[config.mk]
export PLATFORM = sky130hd
export DESIGN_NAME = mem_sweep_tester
export DESIGN_NICKNAME = d
export VERILOG_FILES = /design/src/rtl/mem_sweep_tester.sv
export SDC_FILE = /design/constraint.sdc
export NUM_CORES = 1
export LEC_CHECK = 0
export CORE_UTILIZATION = 50
export DETAILED_ROUTE_END_ITERATION = 16
export PLACE_DENSITY = 0.8
export SYNTH_ARGS = -nofsm -noshare
export SYNTH_HDL_FRONTEND = slang
export SYNTH_SLANG_ARGS = --single-unit
[constraint.sdc]
create_clock -name clk -period 4.7 [get_ports clk]
set_clock_uncertainty 0.05 [all_clocks]
set_input_delay 1.41 -clock clk [delete_from_list [all_inputs] [get_ports clk]]
set_output_delay 1.41 -clock clk [all_outputs]
set_load 0.01 [all_outputs]
[src/rtl/mem_sweep_tester.sv]
// Memory sweep tester: writes SEED+i to every word, reads it all back, counts
// mismatches, bus faults and timeouts, and reports each one to a hex logger.
module mem_sweep_tester #(
    parameter int          ADDR_WORDS = 2048,
    parameter logic [31:0] SEED       = 32'h00000003,
    parameter int          TIMEOUT    = 255
) (
    input  logic        clk,
    input  logic        rst,
    input  logic        start,
    output logic        bus_enable,
    output logic        bus_wr_en,
    output logic [31:0] bus_addr,
    output logic [31:0] bus_wdata,
    output logic [3:0]  bus_be,
    input  logic [31:0] bus_rdata,
    input  logic        bus_ready,
    input  logic        bus_err,
    output logic        log_trigger,
    output logic [31:0] log_val,
    input  logic        log_busy,
    output logic        busy,
    output logic        done,
    output logic [15:0] err_count
);
    localparam int IDX_W = (ADDR_WORDS > 1) ? $clog2(ADDR_WORDS) : 1;
    localparam logic [IDX_W-1:0] IDX_LAST = IDX_W'(ADDR_WORDS - 1);
    localparam logic [15:0]      TMO_LAST = 16'(TIMEOUT - 1);

    typedef enum logic [3:0] {
        IDLE, WR_REQ, WR_WAIT, RD_REQ, RD_WAIT, CHECK, LOG, LOG_W1, LOG_W2, FINAL
    } state_t;
    typedef enum logic [1:0] {PH_WRITE, PH_READ, PH_FINAL} phase_t;

    state_t            state_q, state_d, adv_state;
    phase_t            phase_q, phase_d, adv_phase;
    logic [IDX_W-1:0]  idx_q, idx_d, adv_idx;
    logic [15:0]       tmo_q, tmo_d;
    logic [31:0]       rdata_q, rdata_d;
    logic [15:0]       err_count_q, err_count_d, err_inc;
    logic [31:0]       log_val_q, log_val_d;
    logic              busy_q, busy_d, done_q, done_d;
    logic              bus_enable_q, bus_enable_d, bus_wr_en_q, bus_wr_en_d;
    logic [31:0]       bus_addr_q, bus_addr_d, bus_wdata_q, bus_wdata_d;
    logic [3:0]        bus_be_q, bus_be_d;
    logic              log_trigger_q, log_trigger_d;
    logic [31:0]       cur_addr, cur_pattern;

    assign cur_addr    = 32'(idx_q) << 2;
    assign cur_pattern = SEED + 32'(idx_q);
    assign err_inc     = (err_count_q == 16'hFFFF) ? err_count_q : err_count_q + 16'd1;

    always_ff @(posedge clk) begin
        if (rst) begin
            state_q       <= IDLE;
            phase_q       <= PH_WRITE;
            idx_q         <= '0;
            tmo_q         <= '0;
            rdata_q       <= '0;
            err_count_q   <= '0;
            log_val_q     <= '0;
            busy_q        <= 1'b0;
            done_q        <= 1'b0;
            bus_enable_q  <= 1'b0;
            bus_wr_en_q   <= 1'b0;
            bus_addr_q    <= '0;
            bus_wdata_q   <= '0;
            bus_be_q      <= '0;
            log_trigger_q <= 1'b0;
        end else begin
            state_q       <= state_d;
            phase_q       <= phase_d;
            idx_q         <= idx_d;
            tmo_q         <= tmo_d;
            rdata_q       <= rdata_d;
            err_count_q   <= err_count_d;
            log_val_q     <= log_val_d;
            busy_q        <= busy_d;
            done_q        <= done_d;
            bus_enable_q  <= bus_enable_d;
            bus_wr_en_q   <= bus_wr_en_d;
            bus_addr_q    <= bus_addr_d;
            bus_wdata_q   <= bus_wdata_d;
            bus_be_q      <= bus_be_d;
            log_trigger_q <= log_trigger_d;
        end
    end

    always_comb begin
        // Where the sweep goes once the current word is finished, whatever the outcome.
        adv_state = FINAL;
        adv_phase = phase_q;
        adv_idx   = idx_q;
        if (idx_q != IDX_LAST) begin
            adv_idx   = idx_q + IDX_W'(1);
            adv_state = (phase_q == PH_WRITE) ? WR_REQ : RD_REQ;
        end else if (phase_q == PH_WRITE) begin
            adv_idx   = '0;
            adv_phase = PH_READ;
            adv_state = RD_REQ;
        end

        state_d     = state_q;
        phase_d     = phase_q;
        idx_d       = idx_q;
        tmo_d       = tmo_q;
        rdata_d     = rdata_q;
        err_count_d = err_count_q;
        log_val_d   = log_val_q;
        busy_d      = busy_q;
        done_d      = done_q;

        case (state_q)
            IDLE: begin
                if (start) begin
                    idx_d       = '0;
                    phase_d     = PH_WRITE;
                    err_count_d = '0;
                    done_d      = 1'b0;
                    busy_d      = 1'b1;
                    state_d     = WR_REQ;
                end
            end
            WR_REQ: begin
                tmo_d   = '0;
                state_d = WR_WAIT;
            end
            RD_REQ: begin
                tmo_d   = '0;
                state_d = RD_WAIT;
            end
            WR_WAIT, RD_WAIT: begin
                if (bus_ready) begin
                    if (bus_err) begin
                        err_count_d = err_inc;
                        log_val_d   = cur_addr;
                        state_d     = LOG;
                    end else if (state_q == WR_WAIT) begin
                        state_d = adv_state;
                        phase_d = adv_phase;
                        idx_d   = adv_idx;
                    end else begin
                        rdata_d = bus_rdata;
                        state_d = CHECK;
                    end
                end else if (tmo_q == TMO_LAST) begin
                    err_count_d = err_inc;
                    log_val_d   = {8'hEE, cur_addr[23:0]};
                    state_d     = LOG;
                end else begin
                    tmo_d = tmo_q + 16'd1;
                end
            end
            CHECK: begin
                if (rdata_q != cur_pattern) begin
                    err_count_d = err_inc;
                    log_val_d   = cur_addr;
                    state_d     = LOG;
                end else begin
                    state_d = adv_state;
                    phase_d = adv_phase;
                    idx_d   = adv_idx;
                end
            end
            LOG:    state_d = LOG_W1;
            LOG_W1: state_d = LOG_W2;
            LOG_W2: begin
                if (!log_busy) begin
                    if (phase_q == PH_FINAL) begin
                        done_d  = 1'b1;
                        busy_d  = 1'b0;
                        state_d = IDLE;
                    end else begin
                        state_d = adv_state;
                        phase_d = adv_phase;
                        idx_d   = adv_idx;
                    end
                end
            end
            FINAL: begin
                log_val_d = {16'hC0DE, err_count_q};
                phase_d   = PH_FINAL;
                state_d   = LOG;
            end
            default: state_d = IDLE;
        endcase
    end

    // Bus and trigger outputs are registered from the next state, so the bus is
    // driven only in the wait states and always drops for a cycle between accesses.
    always_comb begin
        bus_enable_d  = (state_d == WR_WAIT) || (state_d == RD_WAIT);
        bus_wr_en_d   = (state_d == WR_WAIT);
        bus_addr_d    = bus_enable_d ? (32'(idx_d) << 2) : 32'd0;
        bus_wdata_d   = bus_wr_en_d ? (SEED + 32'(idx_d)) : 32'd0;
        bus_be_d      = bus_enable_d ? 4'hF : 4'h0;
        log_trigger_d = (state_d == LOG);
    end

    assign bus_enable  = bus_enable_q;
    assign bus_wr_en   = bus_wr_en_q;
    assign bus_addr    = bus_addr_q;
    assign bus_wdata   = bus_wdata_q;
    assign bus_be      = bus_be_q;
    assign log_trigger = log_trigger_q;
    assign log_val     = log_val_q;
    assign busy        = busy_q;
    assign done        = done_q;
    assign err_count   = err_count_q;
endmodule

Yosys cells after proc, flatten, opt, wreduce, memory -nomap -nowiden
Index checks and enable logic that the tools add are counted.
{"block": "op_classes", "n_bitwise": 4, "add_sub_neg": 5, "n_mux": 56, "reduce_logical": 18, "n_eq_ne": 30}
{"cell": "16-bit two-way mux", "count": 8}
{"cell": "32-bit two-way mux", "count": 4}
{"cell": "11-bit two-way mux", "count": 9}
{"cell": "32-bit one-hot mux with 3 select lines", "count": 1}
{"cell": "16-bit one-hot mux with 3 select lines", "count": 1}
{"cell": "4-bit two-way mux", "count": 11}
{"cell": "11-bit one-hot mux with 4 select lines", "count": 1}
{"cell": "4-bit one-hot mux with 9 select lines", "count": 1}
{"cell": "16-bit by 1-bit adder with 16-bit output, second input constant", "count": 2}
{"cell": "32-bit by 12-bit != test with 1-bit output", "count": 1}
{"cell": "16-bit one-hot mux with 2 select lines", "count": 1}
{"cell": "2-bit by 11-bit adder with 12-bit output, first input constant", "count": 2}
{"cell": "4-bit by 3-bit equality test with 1-bit output, second input constant", "count": 6}
{"cell": "2-bit != test, second input constant", "count": 11}
{"cell": "2-bit two-way mux", "count": 10}
{"cell": "16-bit equality test, second input constant", "count": 1}
{"cell": "16-bit by 8-bit equality test with 1-bit output, second input constant", "count": 1}
{"cell": "4-bit by 2-bit equality test with 1-bit output, second input constant", "count": 3}
{"cell": "4-bit AND reduction", "count": 3}
{"cell": "11-bit by 1-bit adder with 11-bit output, second input constant", "count": 1}
{"cell": "11-bit != test, second input constant", "count": 1}
{"cell": "2-bit one-hot mux with 5 select lines", "count": 1}
{"cell": "4-bit equality test, second input constant", "count": 2}
{"cell": "8-bit AND reduction", "count": 1}
{"cell": "15 further kinds", "count": 30}
{"block": "totals", "register_bits": 186, "out_inout_bits": 121, "elab_cells": 129}

Logic depth before layout (Yosys ltp)
{"block": "depth", "word_depth": 11, "ltp_mapped": 18, "depth_no_buf": 16}

Worst setup path after synthesis
OpenSTA, ideal clock, no wires.
{"block": "synth_timing", "path_type": "in2reg", "from": "input bus_ready", "to": "register bus_wdata_q[8], in the netlist bus_wdata[8]", "n_path_buf": 2, "path_slack_ps": 627, "t_arrival_ps": 3902, "required_ps": 4529, "cell_stages": 13, "path_cell_list": "nor2b_1 -> clkbuf_1 -> a21oi_1 -> clkbuf_1 -> nand2_1 -> a31o_2 -> mux2i_1 -> ha_1 -> inv_1 -> o221ai_1 -> nor2_1 -> and3b_1 -> mux2_4"}
{"block": "synth_via", "elab_chain_len": 5, "elab_cells_between_ends": 8, "cone_classes": "add/sub (1); eq/ne (1); mux (4); bitwise (1); reduce/logical (1)"}
{"item": "from (decl)", "line_no": "17", "source": "input logic bus_ready,"}
{"item": "parallel branches: the longest is 5 deep, another holds 2-bit by 11-bit adder with 12-bit output"}
{"item": "to (signal assigned)", "line_no": "83", "source": "bus_wdata_q <= bus_wdata_d;"}
{"item": "to (decl)", "line_no": "44", "source": "logic [31:0] bus_addr_q, bus_addr_d, bus_wdata_q, bus_wdata_d;"}
Several ways; the timed one is not identified.
A chain may end at the register's enable or synchronous reset.

Worst setup path in the final report
{"block": "layout_timing", "from": "register idx_q[1]", "to": "register bus_wdata_q[8], in the netlist bus_wdata[8]"}
{"block": "layout_via", "elab_chain_len": 9, "elab_cells_between_ends": 26, "cone_classes": "add/sub (3); eq/ne (3); mux (18); bitwise (1); reduce/logical (1)"}
{"item": "from (decl)", "line_no": "37", "source": "logic [IDX_W-1:0] idx_q, idx_d, adv_idx;"}
{"item": "from (signal assigned)", "line_no": "73", "source": "idx_q <= idx_d;"}
{"item": "parallel branches: the longest is 9 deep, another holds 2-bit by 11-bit adder with 12-bit output"}
Several ways; the timed one is not identified.

==> metrics.cfg <==
[flow_run]
cap_violations = 0

[synthesis]
synthFlopType = dfxtp_1
synth-seq-area-share_pct = 37.3
netlist_instances = 837
synth_edf_count = 0
async_reset_ff_share_pct = 0
yosysUniqueCellTypes = 81
netlist.area_leader.share_pct = 37.3
avgSynthCellArea_um2 = 8.21
synth.largest_area_cell = dfxtp_1
synth_common_cells = 128 x dfxtp_1, 111 x nor2_1, 102 x nand2_1, 60 x buf_4, 57 x a21oi_1
yosysMostFrequentCell = dfxtp_1
synth_area_um2 = 6870
ys_ff_latch = 128
synthTopCellsByArea = dfxtp_1 37%, buf_4 6.6%, nor2_1 6.1%
ys_warn_count = 0

[run_status]
status = completed

[clocking]
clkLatencyLatePin_ns = 0.42
cts-root-buf = clkbuf_16
cts_hold_buf = 0
cts_buffers = 17
cts_resized = 0
cts_tree = done
cts.htree.levels = 4
cts_sinks = 128
post-cts-setup-buffers = 0
clk_path_buf_depth = 2
clk_pin_slew_worst_paths_ns = 0.06

[final_layout]
layout-drive-gt1-share_pct = 9.45
instances_no_fill = 1118
nets = 975
final_area_um2 = 8500
areaGrowthSynthToFinish_pct = 23.8
diodes = 0

[detailed_routing]
drt_iter0_markers = 530
wl_per_cell_um = 14.9
drt-total-wl_um = 16700
ant_nets = 0
vias = 6046
drt_pass1_iterations = 5
drc = 0
viasPerCell = 5.41

[sta]
final-setup-viol-count = 0
drv_slew = 0
worstMarginPinSlew_ns = 0.837
hold_viol = 0
setup_tns_ns = 0
hold_slack_ns = 0.405
finalCriticalPeriod_ns = 4.10
finalCritPeriodShare_pct = 87.2
rsz0062_at_grt = no
relSlewSlack_pct = 44.2
max_freq_ghz = 0.244

[place]
gp_routability_congestion = 0.974
place_inst = 1087
dp_hpwl_um = 12000
place_area_um2 = 7890
port-buffer-count = 113

[grt]
grtUsageTotal_pct = 24.5
grt_pass1_wl_um = 27300
grt_pass1_vias = 5448
overflow = 0
grt_max_degree = 45
antenna_found_initial = 0

[setup_path]
r2r-start = idx_q[1]$_SDFF_PP0_
slowest_delay_ns = 0.46
crit_path_end_kind = register
r2r-end = bus_wdata[8]$_SDFF_PP0_
critPathMaxFanout = 8
rrSetupSlack_ns = 0.60
critPathArrivalTime_ns = 4.35
crit_slowest_cell = dfxtp_1
start_kind = register
path_cells = inv_1 -> ha_1 -> nand3b_1 -> or3_4 -> a2111oi_4 -> and3_4 -> nand4b_4 -> a21oi_1 -> mux2i_1 -> ha_1 -> inv_1 -> o221ai_1 -> nor2_1 -> and3b_1 -> mux2_4
cp.required_ns = 4.95
crit_type = register to register
reg2reg_depth = 15

[hold_path]
worstHoldPathType = register to register
hold_start = rdata_q[16]$_SDFFE_PP0P_
whs_path_depth = 2
min_to = rdata_q[16]$_SDFFE_PP0P_

[die]
ios = 159
dieArea_um2 = 14200
die_h_um = 119
die_width_um = 119
core_area_um2 = 13300
start_util_pct = 51.7
fp-row-count = 42

[power]
vdd_ir_drop_max_mv = 0.237
power_density_nw_per_um2 = 403
p_leak_uw = 0.00321
power.total_uw = 3430

## power breakdown
part / switching (µW) / internal [µW]
Combinational: 529 / 349
Sequential: 75.7 / 1140
Clock: 464 / 872
Total: 1070 / 2360
## final cells by class
class	count	area, µm²
fillers	1153	4790
multi-input cells	632	3760
repair buffers	134	1280
well taps	176	220
flip-flops and latches	128	2560
inverters	17	63.8
clock buffers	22	474
clock inverters	9	133
## worst max-delay path by stage
stage / start / end / slack, ns / cells past startpoint
after floorplan: bus_ready / bus_wdata[8]$_SDFF_PP0_ / 0.63 / 13
after global placement: bus_ready / bus_wdata[8]$_SDFF_PP0_ / 0.57 / 11
after global routing: idx_q[1]$_SDFF_PP0_ / bus_wdata[8]$_SDFF_PP0_ / 0.31 / 15
final: idx_q[1]$_SDFF_PP0_ / bus_wdata[8]$_SDFF_PP0_ / 0.60 / 15
after CTS: idx_q[1]$_SDFF_PP0_ / bus_wdata[8]$_SDFF_PP0_ / 0.66 / 15
after detailed placement: bus_ready / bus_wdata[8]$_SDFF_PP0_ / 0.52 / 12
## cell usage in the layout (no fill, tap or decap), drive strengths merged, types with 16 or more instances in the layout
cell type and n:
a21oi 57, buf 22, clkbuf 22, clkdlybuf4s50 112, conb 45, dfxtp 128
inv 17, nand2 103, nand3 29, nand4 19, nor2 111, nor2b 17
nor3 20, o21ai 20, xnor2 16, xor2 25
## sequential cells by signal, summed over array words and instances (netlist names)
register     count
bus_addr        11
bus_be           1
bus_wdata       12
bus_wr_en        1
busy             1
done             1
err_count       16
idx_q           11
log_trigger      1
log_val         19
phase_q          2
rdata_q         32
state_q          4
tmo_q           16
## per-stage QoR
step	worst slack, ns	utilization [%]
after floorplan	0.627	-
after global placement	0.569	59.4
after detailed placement	0.522	59.4
after CTS	0.657	63.9
after global routing	0.311	63.9
final	0.603	63.9
## logic make-up (layout without fill, tap and decap cells)
kind of cell / Yosys count / count (layout) / synth area share, %
compound gates: 148 / 148 / 15.5
xor+xnor: 41 / 41 / 5.34
fa+ha+maj: 7 / 7 / 1.28
buf+inv: 121 / 182 / 10.4
flops: 128 / 128 / 37.3
mux: 21 / 21 / 3.26
other cells: 1 / 45 / 0.0546
simple gates: 370 / 370 / 26.9
## worst max-delay path, delay by kind of cell, from the launching register on
kind                     cells  cell delay [ns]
AND/OR/NAND/NOR              6             1.60
AO/OA/AOI/OAI                3             0.80
flip-flops                   1             0.46
adder cells (fa/ha/maj)      2             0.46
multiplexers                 2             0.43
buffers and inverters        2             0.18
## layer usage
| metal | vias up | share of wire [%] | global-route usage (%) |
|---|---|---|---|
| li1 | 2998 | - | - |
| met2 | 226 | 48 | 39.6 |
| met4 | 0 | 1.8 | 8.54 |
| met5 | - | 0 | 0 |
| met3 | 31 | 6.2 | 5.94 |
| met1 | 2791 | 44 | 31.6 |
Note: power is estimated with default switching activity, not from simulation.
